`config.mk`:
```
export PLATFORM = sky130hd
export DESIGN_NAME = seq_gen
export DESIGN_NICKNAME = d
export VERILOG_FILES = /design/src/rtl/seq_gen.sv
export SDC_FILE = /design/constraint.sdc
export NUM_CORES = 1
export LEC_CHECK = 0
export ABC_AREA = 1
export BUFFER_PORTS_ARGS = -buffer_cell sky130_fd_sc_hd__buf_2
export CAP_MARGIN = 20
export CORE_ASPECT_RATIO = 0.5
export CORE_UTILIZATION = 40
export DETAILED_ROUTE_END_ITERATION = 10
export SLEW_MARGIN = 0
export SYNTH_ARGS = -nofsm -noshare
export SYNTH_HDL_FRONTEND = slang
export SYNTH_SLANG_ARGS = --single-unit
```
`constraint.sdc`:
```
create_clock -name clk -period 3.01 [get_ports clk]
set_input_delay 0.301 -clock clk [delete_from_list [all_inputs] [get_ports clk]]
set_output_delay 0.301 -clock clk [all_outputs]
set_load 0.1 [all_outputs]
```
`src/rtl/seq_gen.sv`:
```
// seq_gen: seeded LFSR colour-sequence generator and LED player for the Genius game
module seq_gen #(
  parameter int NUM_COLORS = 4,
  parameter int DEPTH = 16,
  parameter int ON_CYCLES = 4,
  parameter int GAP_CYCLES = 2
) (
  input  logic                      clk,
  input  logic                      rst,
  input  logic                      new_game,
  input  logic [15:0]               seed,
  input  logic                      play,
  input  logic [$clog2(DEPTH):0]    length,
  input  logic [$clog2(DEPTH)-1:0]  rd_addr,
  output logic [NUM_COLORS-1:0]     rd_color,
  output logic [NUM_COLORS-1:0]     led,
  output logic                      busy,
  output logic                      ready,
  output logic                      done
);
  localparam int CW = $clog2(NUM_COLORS);
  localparam int AW = $clog2(DEPTH);
  localparam int LW = AW + 1;
  localparam int TW = $clog2((ON_CYCLES > GAP_CYCLES ? ON_CYCLES : GAP_CYCLES) + 1);
  localparam logic [NUM_COLORS-1:0] ONE = {{(NUM_COLORS-1){1'b0}}, 1'b1};
  typedef enum logic [1:0] {IDLE, GEN, ON, GAP} state_t;
  state_t state, state_n;
  logic [CW-1:0] mem [DEPTH];
  logic [15:0] lfsr;
  logic [AW-1:0] idx;
  logic [LW-1:0] len, len_c;
  logic [TW-1:0] cnt;
  logic start_play, trivial, gen_end, on_end, gap_end, last_step;
  assign len_c = length > LW'(DEPTH) ? LW'(DEPTH) : length;
  assign start_play = state == IDLE && play && !new_game && ready && len_c != '0;
  assign trivial = state == IDLE && play && !new_game && !start_play;
  assign gen_end = idx == AW'(DEPTH - 1);
  assign on_end = cnt == TW'(ON_CYCLES - 1);
  assign gap_end = cnt == TW'(GAP_CYCLES - 1);
  assign last_step = {1'b0, idx} == len - LW'(1);
  always_ff @(posedge clk) begin
    if (rst) begin
      state <= IDLE;
      lfsr <= 16'hACE1;
      idx <= '0;
      len <= '0;
      cnt <= '0;
      ready <= 1'b0;
      done <= 1'b0;
      rd_color <= '0;
    end else begin
      state <= state_n;
      cnt <= state_n != state ? '0 : cnt + TW'(1);
      idx <= state == IDLE ? '0 : (state == GEN || (state == GAP && gap_end && !last_step)) ? idx + AW'(1) : idx;
      len <= start_play ? len_c : len;
      lfsr <= (state == IDLE && new_game) ? (seed == 16'h0 ? 16'hACE1 : seed) :
              state == GEN ? {lfsr[14:0], lfsr[15] ^ lfsr[13] ^ lfsr[12] ^ lfsr[10]} : lfsr;
      ready <= (state == IDLE && new_game) ? 1'b0 : (state == GEN && gen_end) ? 1'b1 : ready;
      done <= trivial || (state == GAP && gap_end && last_step);
      rd_color <= ready ? ONE << mem[rd_addr] : '0;
    end
  end
  // Memory is not reset; ready gates every read of it.
  always_ff @(posedge clk)
    if (state == GEN) mem[idx] <= lfsr[CW-1:0];
  always_comb begin
    state_n = state;
    case (state)
      IDLE: state_n = new_game ? GEN : start_play ? ON : IDLE;
      GEN:  state_n = gen_end ? IDLE : GEN;
      ON:   state_n = on_end ? GAP : ON;
      GAP:  state_n = gap_end ? (last_step ? IDLE : ON) : GAP;
    endcase
  end
  always_comb begin
    led = state == ON ? ONE << mem[idx] : '0;
    busy = state != IDLE;
  end
endmodule
```
==> results of run 1 <==
==> placed cells by master, fill, tap and decap left out, types with 3 or more instances in the layout <==
cell type | netlist | final
nand2_1 | 73 | 73
inv_1 | 52 | 52
nor2_1 | 50 | 50
dfxtp_1 | 40 | 40
buf_2 | 10 | 39
nand3_1 | 38 | 38
a21oi_1 | 35 | 35
edfxtp_1 | 32 | 32
o21ai_0 | 27 | 27
o211ai_1 | 16 | 16
a221oi_1 | 9 | 9
clkbuf_16 | 0 | 9
ha_1 | 8 | 8
inv_2 | 5 | 5
nor2_4 | 5 | 5
o221ai_1 | 5 | 5
nor3_1 | 4 | 4
nand2_2 | 3 | 3
clkbuf_1 | 4 | 3
==> power groups by stage <==
stage | sequential [mW] | clock, mW | combinational, mW
2_1_floorplan | 1.11 | 0 | 0.156
3_3_place_gp | 1.12 | 0 | 0.201
6_report | 1.10 | 0.948 | 0.203
4_1_cts | 1.10 | 0.971 | 0.204
3_5_place_dp | 1.12 | 0 | 0.203
5_1_grt | 1.11 | 1.01 | 0.232
==> worst max-delay path: stages, from the launching register on <==
cell	delay, ns
dfxtp_1	0.84
buf_4	0.25
o211ai_1	0.11
nand3_1	0.12
nand3_1	0.08
nand2_1	0.07
nand2_1	0.06
nor2_1	0.10
buf_2	0.43
==> flip-flops by register name, summed over array words and instances (netlist names), 2 cells and up, named ones only <==
signal / flops
mem: 32
idx: 4
state: 2
lfsr: 16
rd_color: 4
cnt: 3
len: 5
==> metal layers <==
layer	wire length [um]	share of wire, %
met1	4110	53
met2	2980	38
met3	588	7.6
met4	99	1.3
met5	0	0
==> cells by family after synthesis <==
logic type               count (synthesis)
AO/OA/AOI/OAI                           95
XOR/XNOR                                 4
flip-flops                              72
adder cells (fa/ha/maj)                  8
buffers and inverters                   74
AND/OR/NAND/NOR                        180
==> area by class of cell <==
class                   instances  area (um2)  share of cell area [%]
flip-flops and latches         72        1760                    42.6
multi-input cells             287        1540                    37.3
inverters                      57         214                    5.17
clock buffers                  13         250                    6.05
well taps                     117         146                    3.54
clock inverters                 3        18.8                   0.454
repair buffers                 40         203                    4.90
==> final timing paths <==
path,start,end,slack (ns),depth (start not counted)
worst max-delay path,flop,led[3],0.32,8
worst min-delay path,seed[10],lfsr[10],0.21,3
worst max register to register,len[0],idx[2],1.29,11
worst min register to register,lfsr[3],lfsr[3],0.45,2
==> stage by stage <==
stage | utilization (%) | worst slack (ns) | area [um2] | instances
2_1_floorplan | - | 0.435 | 3600 | 433
5_1_grt | 47.3 | 0.146 | 4140 | 589
6_report | 47.3 | 0.317 | 4140 | 589
3_5_place_dp | 44.3 | 0.702 | 3870 | 573
4_1_cts | 47.3 | 0.342 | 4140 | 589
3_3_place_gp | 44.3 | 0.749 | 3870 | 573
==> flow_summary_export.csv, run 1 <==
group,metric,value,unit
clock_tree,clockRootBuffer,"clkbuf_16",
synthesis,synth_xor_area_share,0.972,%
detailed_routing,num_vias,2994,
timing,worst_pin_slew,0.801,ns
setup_path,end_kind,"primary output",
setup_path,arrival,2.39,ns
synthesis,synth_ff_type,"dfxtp_1",
placement,port-buffer-count,39,
timing,finalMaxSlewViolations,0,
synthesis,synth_top_family_by_area,"simple AND/OR/NAND/NOR gates",
cells_and_area,fin_nets,504,
synthesis,synth-compound-area-share,16.3,%
power,sw_frac_of_total,23.9,%
global_routing,grt_pass1_vias,2661,
power,power_frac_comb,9.0,%
setup_path,worstPathRequired,2.71,ns
synthesis,syn_inst,433,
synthesis,synth.area.mux_share,0,%
cells_and_area,drive_above_1_share,15.0,%
global_routing,grt_use_met2,24.9,%
synthesis,synth_seq_cells,72,
timing,final-setup-viol-count,0,
min_path,hold_path_class,"input port to flop",
timing,rsz0062_at_grt,"false",
synthesis,synth-edff-count,32,
status,outcome,"finished, final reports clean",
setup_path,crit_path_max_fanout,29,
detailed_routing,drc,0,
timing,finalClockSkew,0.00500,ns
floorplan,io_pins,40,
synthesis,netlist_area,3600,um2
floorplan,placementRows,24,
clock_tree,cts_buffer_depth,2,
global_routing,grt_max_degree,33,
global_routing,grt_overflow,0,
synthesis,yosys-top-cells-count,"nand2_1, inv_1, nor2_1, dfxtp_1, nand3_1",
clock_tree,clock_sinks,72,
cells_and_area,fillCellCount,864,
global_routing,antenna_found_initial,0,
detailed_routing,antenna_left,0,
job,cap_violations,0,
timing,setup_tns,0,ns
timing,period_share,89.5,%
global_routing,gr-usage-met3,6.92,%
power,power.density,545,nW/um2
synthesis,yosys_warnings,0,
power,ir_drop,252,uV
power,power.internal,1.72,mW
setup_path,cp-start-kind,"flop",
cells_and_area,diodes,0,
synthesis,synth_area_leaders,"edfxtp_1, dfxtp_1, nand2_1, inv_1, nand3_1",
synthesis,synth_fa_ha_area_share,2.78,%
timing,max-slew-margin-rel,46.5,%
global_routing,gr-usage-all-layers,18.2,%
placement,dpl.hpwl,5.80,mm
clock_tree,clk_latency,0.33,ns
floorplan,die_y,69.1,um
floorplan,core_area,8740,um2
power,seq_power_share,49.0,%
timing,final-hold-violation-count,0,
cells_and_area,synthToLayoutAreaGrowth,14.8,%
detailed_routing,finalWirelength,7.78,mm
detailed_routing,firstDrtPassIters,5,
power,p_sw,0.540,mW
synthesis,synth.distinct_cells,30,
global_routing,top_usage_layer,"met1",
global_routing,globalRouteMet1Util,26.1,%
clock_tree,clk_pin_slew,0.05,ns
floorplan,dieArea,9420,um2
synthesis,synth_most_common_cell,"nand2_1",
synthesis,syn_nets,470,
synthesis,ys_async_sr_fraction,0,%
power,p_leak,1.66,nW
clock_tree,h-tree-depth,3,
detailed_routing,vias_per_cell,5.08,
clock_tree,cts_tree,"done",
timing,fmax,371,MHz
clock_tree,cts_setup_buffers,0,
floorplan,start_util,41.3,%
detailed_routing,wire_per_inst,13.2,um
timing,min_period,2.69,ns
power,p_clk_share,42.0,%
clock_tree,cts_buffers,9,
synthesis,syn_avg_cell_area,8.32,um2
synthesis,synth-simple-area-share,22.7,%
setup_path,crit_type,"flop to primary output",
synthesis,synth-seq-area-share,48.9,%
timing,whs,0.211,ns
synthesis,yosysTopAreaCell,"edfxtp_1",
placement,gp_congestion,0.822,
clock_tree,ctsResizeCount,0,
synthesis,synth_top_area_share,26.7,%
detailed_routing,drt_iter0_markers,238,
clock_tree,holdBufCountCts,0,
power,finalPower,2.26,mW
global_routing,grt_pass1_wl,13.0,mm
floorplan,die_x,136,um
(Power assumes the default switching activity.)
==> inputs of run 2 (changes only) <==
==> constraint.sdc (replaced) <==
create_clock -name clk -period 2.4 [get_ports clk]
set_input_delay 0.24 -clock clk [delete_from_list [all_inputs] [get_ports clk]]
set_output_delay 0.24 -clock clk [all_outputs]
set_load 0.1 [all_outputs]
==> run 2 against run 1 <==
Die area did not move; non-clock buffer count did not move; first-iteration DRC count rose by 8.4%; setup slack got worse by 0.14 ns; global-route usage rose by 1.3 points; total power grew 30%; largest cell class unchanged.
==> flow_summary_export.csv, run 2 (same netlist as run 1, synthesis figures left out) <==
group,metric,value,unit
status,outcome,"finished, final reports clean",
detailed_routing,finalWirelength,8.10,mm
cells_and_area,diodes,0,
setup_path,arrival,1.99,ns
cells_and_area,drive_above_1_share,15.3,%
clock_tree,clockRootBuffer,"clkbuf_16",
global_routing,antenna_found_initial,0,
cells_and_area,top_regs,"mem (32), lfsr (16), len (5)",
global_routing,grt_max_degree,33,
cells_and_area,layout.cells.non_filler,589,
timing,fmax,449,MHz
timing,worst_pin_slew,0.644,ns
clock_tree,cts_tree,"done",
cells_and_area,top_register,"mem",
min_path,hold_path_class,"input port to flop",
timing,finalClockSkew,0.00566,ns
detailed_routing,dr.max_layer_used,"met4",
setup_path,end_kind,"primary output",
floorplan,die_y,69.1,um
cells_and_area,mostFrequentLayoutCell,"nand2_1",
setup_path,crit_path_max_fanout,16,
clock_tree,holdBufCountCts,0,
detailed_routing,drt_iter0_markers,258,
detailed_routing,vias_per_cell,5.10,
cells_and_area,largest_register_ffs,32,
timing,finalMaxSlewViolations,0,
timing,max-slew-margin-rel,57.0,%
cells_and_area,final_cell_mix,"nand2_1, inv_1, nor2_1",
floorplan,placementRows,24,
job,cap_violations,0,
power,p_leak,1.68,nW
detailed_routing,wire_per_inst,13.8,um
setup_path,cpLargestDelayFamily,"flip-flops",
clock_tree,ctsResizeCount,0,
detailed_routing,m1WireLength,4.14,mm
global_routing,gr-usage-all-layers,19.5,%
detailed_routing,wl_met3,498,um
cells_and_area,fillCellCount,842,
placement,dpl.cell_count,573,
placement,gp_congestion,0.820,
floorplan,core_area,8740,um2
timing,final-setup-viol-count,0,
setup_path,timing.critical_path.buf_inv,2,
timing,whs,0.153,ns
cells_and_area,fin_nets,504,
clock_tree,clk_latency,0.33,ns
setup_path,cp-start-kind,"flop",
clock_tree,cts_buffer_depth,2,
timing,min_period,2.23,ns
clock_tree,cts_setup_buffers,0,
detailed_routing,wl_met2,3.37,mm
timing,final-hold-violation-count,0,
detailed_routing,num_vias,3005,
global_routing,grt_pass1_vias,2852,
floorplan,die_x,136,um
detailed_routing,firstDrtPassIters,5,
floorplan,io_pins,40,
global_routing,grt_pass1_wl,14.0,mm
placement,port-buffer-count,39,
clock_tree,clk_pin_slew,0.06,ns
clock_tree,cts_buffers,9,
timing,rsz0062_at_grt,"false",
setup_path,worstPathRequired,2.16,ns
floorplan,dieArea,9420,um2
placement,dpl.hpwl,6.10,mm
timing,period_share,92.8,%
setup_path,crit_path_top_delay_cell,"dfxtp_1",
setup_path,critPathMaxStageDelay,0.66,ns
power,ir_drop,323,uV
detailed_routing,drc,0,
global_routing,grt_overflow,0,
setup_path,worst_path_most_repeated_cell,"nand3_1",
cells_and_area,synthToLayoutAreaGrowth,17.0,%
setup_path,cp_cell_sequence,"o211ai_1, nand3_1, nand3_1, nand2_1, inv_1, nor2_1, buf_12",
power,finalPower,2.93,mW
detailed_routing,antenna_left,0,
floorplan,start_util,41.3,%
setup_path,crit_type,"flop to primary output",
clock_tree,clock_sinks,72,
power,power.density,695,nW/um2
clock_tree,h-tree-depth,3,
==> run 2: changes by cell type in the layout (fill, tap and decap cells not counted) <==
cell / delta
buf_2: -4
clkbuf_1: -2
bufinv_16: +1
clkinvlp_4: +1
clkinv_1: +1
buf_12: +4
clkbuf_8: -1
==> run 2: routing by layer <==
metal | up-vias | GRT usage (%)
met3 | 10 | 5.59
met5 | - | 0
met1 | 1363 | 28.7
li1 | 1537 | -
met2 | 95 | 28.0
met4 | 0 | 4.44
==> run 2: path summary, 6_finish.rpt <==
check	cells past startpoint	from	slack (ns)	end
worst max-delay path	7	flop	0.17	led[2]
worst min-delay path	3	seed[10]	0.15	lfsr[10]
worst max register to register	11	len[0]	0.69	idx[1]
worst min register to register	2	lfsr[3]	0.46	lfsr[3]
==> run 2: report_power, final <==
part	internal, mW	switching, mW	leakage (nW)	total (mW)
Combinational	0.0918	0.170	0.921	0.261
Sequential	1.33	0.0467	0.615	1.38
Clock	0.798	0.490	0.140	1.29
Total	2.22	0.706	1.68	2.93
==> run 2: through the flow <==
stage	area, um2	util, %	worst slack (ns)	TNS [ns]
6_report	4220	48.3	0.173	0
3_5_place_dp	3930	44.9	0.572	0
3_3_place_gp	3930	44.9	0.640	0
2_1_floorplan	3600	-	-0.114	-0.417
4_1_cts	4220	48.3	0.206	0
5_1_grt	4220	48.3	0.0259	0
==> run 2: worst reg2reg max path, stage by stage, from the launching register on <==
cell and delay [ns]:
dfxtp_1 0.36, inv_1 0.07, ha_1 0.31, nand2_1 0.07, inv_1 0.04, nor2_1 0.07, nand2_1 0.05, nor2_1 0.09
nand3_1 0.14, nand2_2 0.14, nand3_1 0.07, a21oi_1 0.21
==> run 2: cell type report <==
class | count | area (um2) | area share [%]
sequential | 72 | 1760 | 41.8
timing repair buffer | 40 | 263 | 6.23
clock buffer | 10 | 229 | 5.43
inverter | 57 | 214 | 5.07
clock inverter | 6 | 60.1 | 1.42
multi-input combinational | 287 | 1540 | 36.6
tap | 117 | 146 | 3.47
==> inputs of run 3 (changes only) <==
--- a/config.mk
+++ b/config.mk
@@ -11,6 +11,8 @@
 export CORE_ASPECT_RATIO = 0.5
 export CORE_UTILIZATION = 40
 export DETAILED_ROUTE_END_ITERATION = 10
+export PLACE_DENSITY = 0.58
+export SETUP_SLACK_MARGIN = 0.4
 export SLEW_MARGIN = 0
 export SYNTH_ARGS = -nofsm -noshare
 export SYNTH_HDL_FRONTEND = slang
==> run 3 against run 2 <==
Flip-flop and latch count unchanged; critical endpoint is now led[0]; utilization increased by 1.2 points; register-to-register slack is essentially flat; first-iteration DRC count down 19%; total power down 2.7%; largest power group unchanged; hold slack worse by 0.0097 ns; cell count grew 0.17%.
==> flow_summary_export.csv, run 3 (same netlist as run 1, synthesis figures left out) <==
group,metric,value,unit
status,outcome,"finished, final reports clean",
min_path,hold_depth,3,
setup_path,worstPathRequired,2.16,ns
timing,fmax,499,MHz
placement,dpl.hpwl,5.85,mm
setup_path,end_kind,"primary output",
power,ir_drop,383,uV
clock_tree,cts_buffer_depth,2,
floorplan,start_util,41.3,%
global_routing,gr-usage-all-layers,18.8,%
power,power.density,659,nW/um2
timing,finalMaxSlewViolations,0,
timing,worst_pin_slew,0.620,ns
detailed_routing,finalWirelength,8.09,mm
detailed_routing,drt_iter0_markers,208,
setup_path,ff2ff_path_depth,12,
timing,whs,0.143,ns
cells_and_area,drive_above_1_share,19.0,%
timing,period_share,83.5,%
clock_tree,cts_tree,"done",
floorplan,die_x,136,um
timing,rsz0062_at_grt,"true",
timing,setup_tns,0,ns
setup_path,critPathMaxStageDelay,0.47,ns
global_routing,antenna_found_initial,0,
floorplan,dieArea,9420,um2
setup_path,crit_type,"flop to primary output",
setup_path,reg2reg_to,"idx[0]",
setup_path,r2r-start,"len[0]",
global_routing,grt_pass1_vias,2728,
clock_tree,clock_sinks,72,
cells_and_area,mostFrequentLayoutCell,"nand2_1",
setup_path,crit_path_top_delay_cell,"dfxtp_1",
detailed_routing,vias_per_cell,5.02,
clock_tree,clk_pin_slew,0.06,ns
cells_and_area,top_register,"mem",
clock_tree,cts_buffers,9,
cells_and_area,final_cell_mix,"nand2_1, inv_1, nor2_1",
detailed_routing,wire_per_inst,13.7,um
floorplan,placementRows,24,
timing,final-hold-violation-count,0,
timing,max-slew-margin-rel,58.6,%
placement,port-buffer-count,39,
setup_path,r2r_slack,0.70,ns
floorplan,io_pins,40,
cells_and_area,final_area,4320,um2
placement,gp_congestion,0.831,
floorplan,core_area,8740,um2
min_path,holdCritStartpoint,"seed[10]",
setup_path,cp-start-kind,"flop",
detailed_routing,drc,0,
cells_and_area,layout.cells.non_filler,590,
global_routing,grt_overflow,0,
timing,min_period,2.00,ns
global_routing,grt_max_degree,33,
cells_and_area,top_regs,"mem (32), lfsr (16), len (5)",
placement,placed_area,3940,um2
clock_tree,clk_latency,0.33,ns
placement,dpl.cell_count,573,
cells_and_area,largest_register_ffs,32,
clock_tree,cts_setup_buffers,0,
floorplan,die_y,69.1,um
min_path,hold_path_class,"input port to flop",
cells_and_area,fin_nets,505,
power,finalPower,2.85,mW
setup_path,crit_path_max_fanout,4,
power,p_leak,1.70,nW
setup_path,arrival,1.76,ns
clock_tree,clockRootBuffer,"clkbuf_16",
global_routing,grt_pass1_wl,13.4,mm
timing,finalClockSkew,0.00666,ns
cells_and_area,diodes,0,
detailed_routing,num_vias,2959,
cells_and_area,synthToLayoutAreaGrowth,20.0,%
cells_and_area,fillCellCount,829,
clock_tree,h-tree-depth,3,
detailed_routing,firstDrtPassIters,4,
setup_path,cp_cell_sequence,"inv_2, nor2_1, nand3_2, nor2_4, buf_12",
min_path,hold_path_end,"lfsr[10]",
timing,final-setup-viol-count,0,
job,cap_violations,0,
detailed_routing,antenna_left,0,
[run 3: cell types whose count changed in the layout (fill, tap and decap cells not counted), moves of 3 or more]
cell	change
nand3_1	-5
nand2_1	-3
nand3_2	+5
o21ai_0	-7
nor2_4	+4
a21oi_2	+3
o21ai_1	+7
nor2_1	-4
a21oi_1	-3
[run 3: layout make-up]
type	instances	area, um2	share of cell area [%]
clock buffer	13	250	5.79
clock inverter	3	17.5	0.405
inverter	57	216	5.01
multi-input combinational	287	1630	37.6
sequential	72	1770	40.9
tap	117	146	3.39
timing repair buffer	41	300	6.94
[run 3: stage by stage]
stage	setup WS [ns]	utilization, %
after floorplan	0.291	-
after global placement	0.632	45.1
after detailed placement	0.571	45.1
after CTS	0.397	48.4
after global routing	0.321	49.5
final	0.395	49.5
[run 3: how the worst max path moves through the flow]
stage	from	endpoint	slack [ns]
final	state[1]	led[0]	0.40
after global routing	flop	led[0]	0.32
after global placement	flop	led[2]	0.63
after floorplan	flop	led[2]	0.29
after CTS	flop	led[3]	0.40
after detailed placement	flop	led[3]	0.57
[run 3: timing repair]
action                                  4_1_cts  5_1_grt
endpoints found under the setup margin        4        5
pin swaps                                     2        6
hold buffers                                  0        0
gates resized for setup                       7       25
gates cloned                                  0        1
[run 3: metal layers]
| metal | share of wire [%] | wire length [um] | global-route usage (%) |
|---|---|---|---|
| met1 | 53 | 4270 | 27.6 |
| met2 | 40 | 3250 | 26.2 |
| met3 | 6.1 | 496 | 6.03 |
| met4 | 0.95 | 77 | 5.19 |
| met5 | 0 | 0 | 0 |
[run 3: worst max-delay path, delay by kind of cell (launching register included)]
kind | cells | cell delay, ns
flip-flops | 1 | 0.47
AND/OR/NAND/NOR | 3 | 0.68
buffers and inverters | 2 | 0.28
[run 3: report_power, final]
group	switching, mW	leakage [nW]	internal, mW	total [mW]
clock	0.464	0.130	0.724	1.19
sequential	0.0466	0.617	1.33	1.38
combinational	0.182	0.951	0.101	0.282
total	0.693	1.70	2.16	2.85
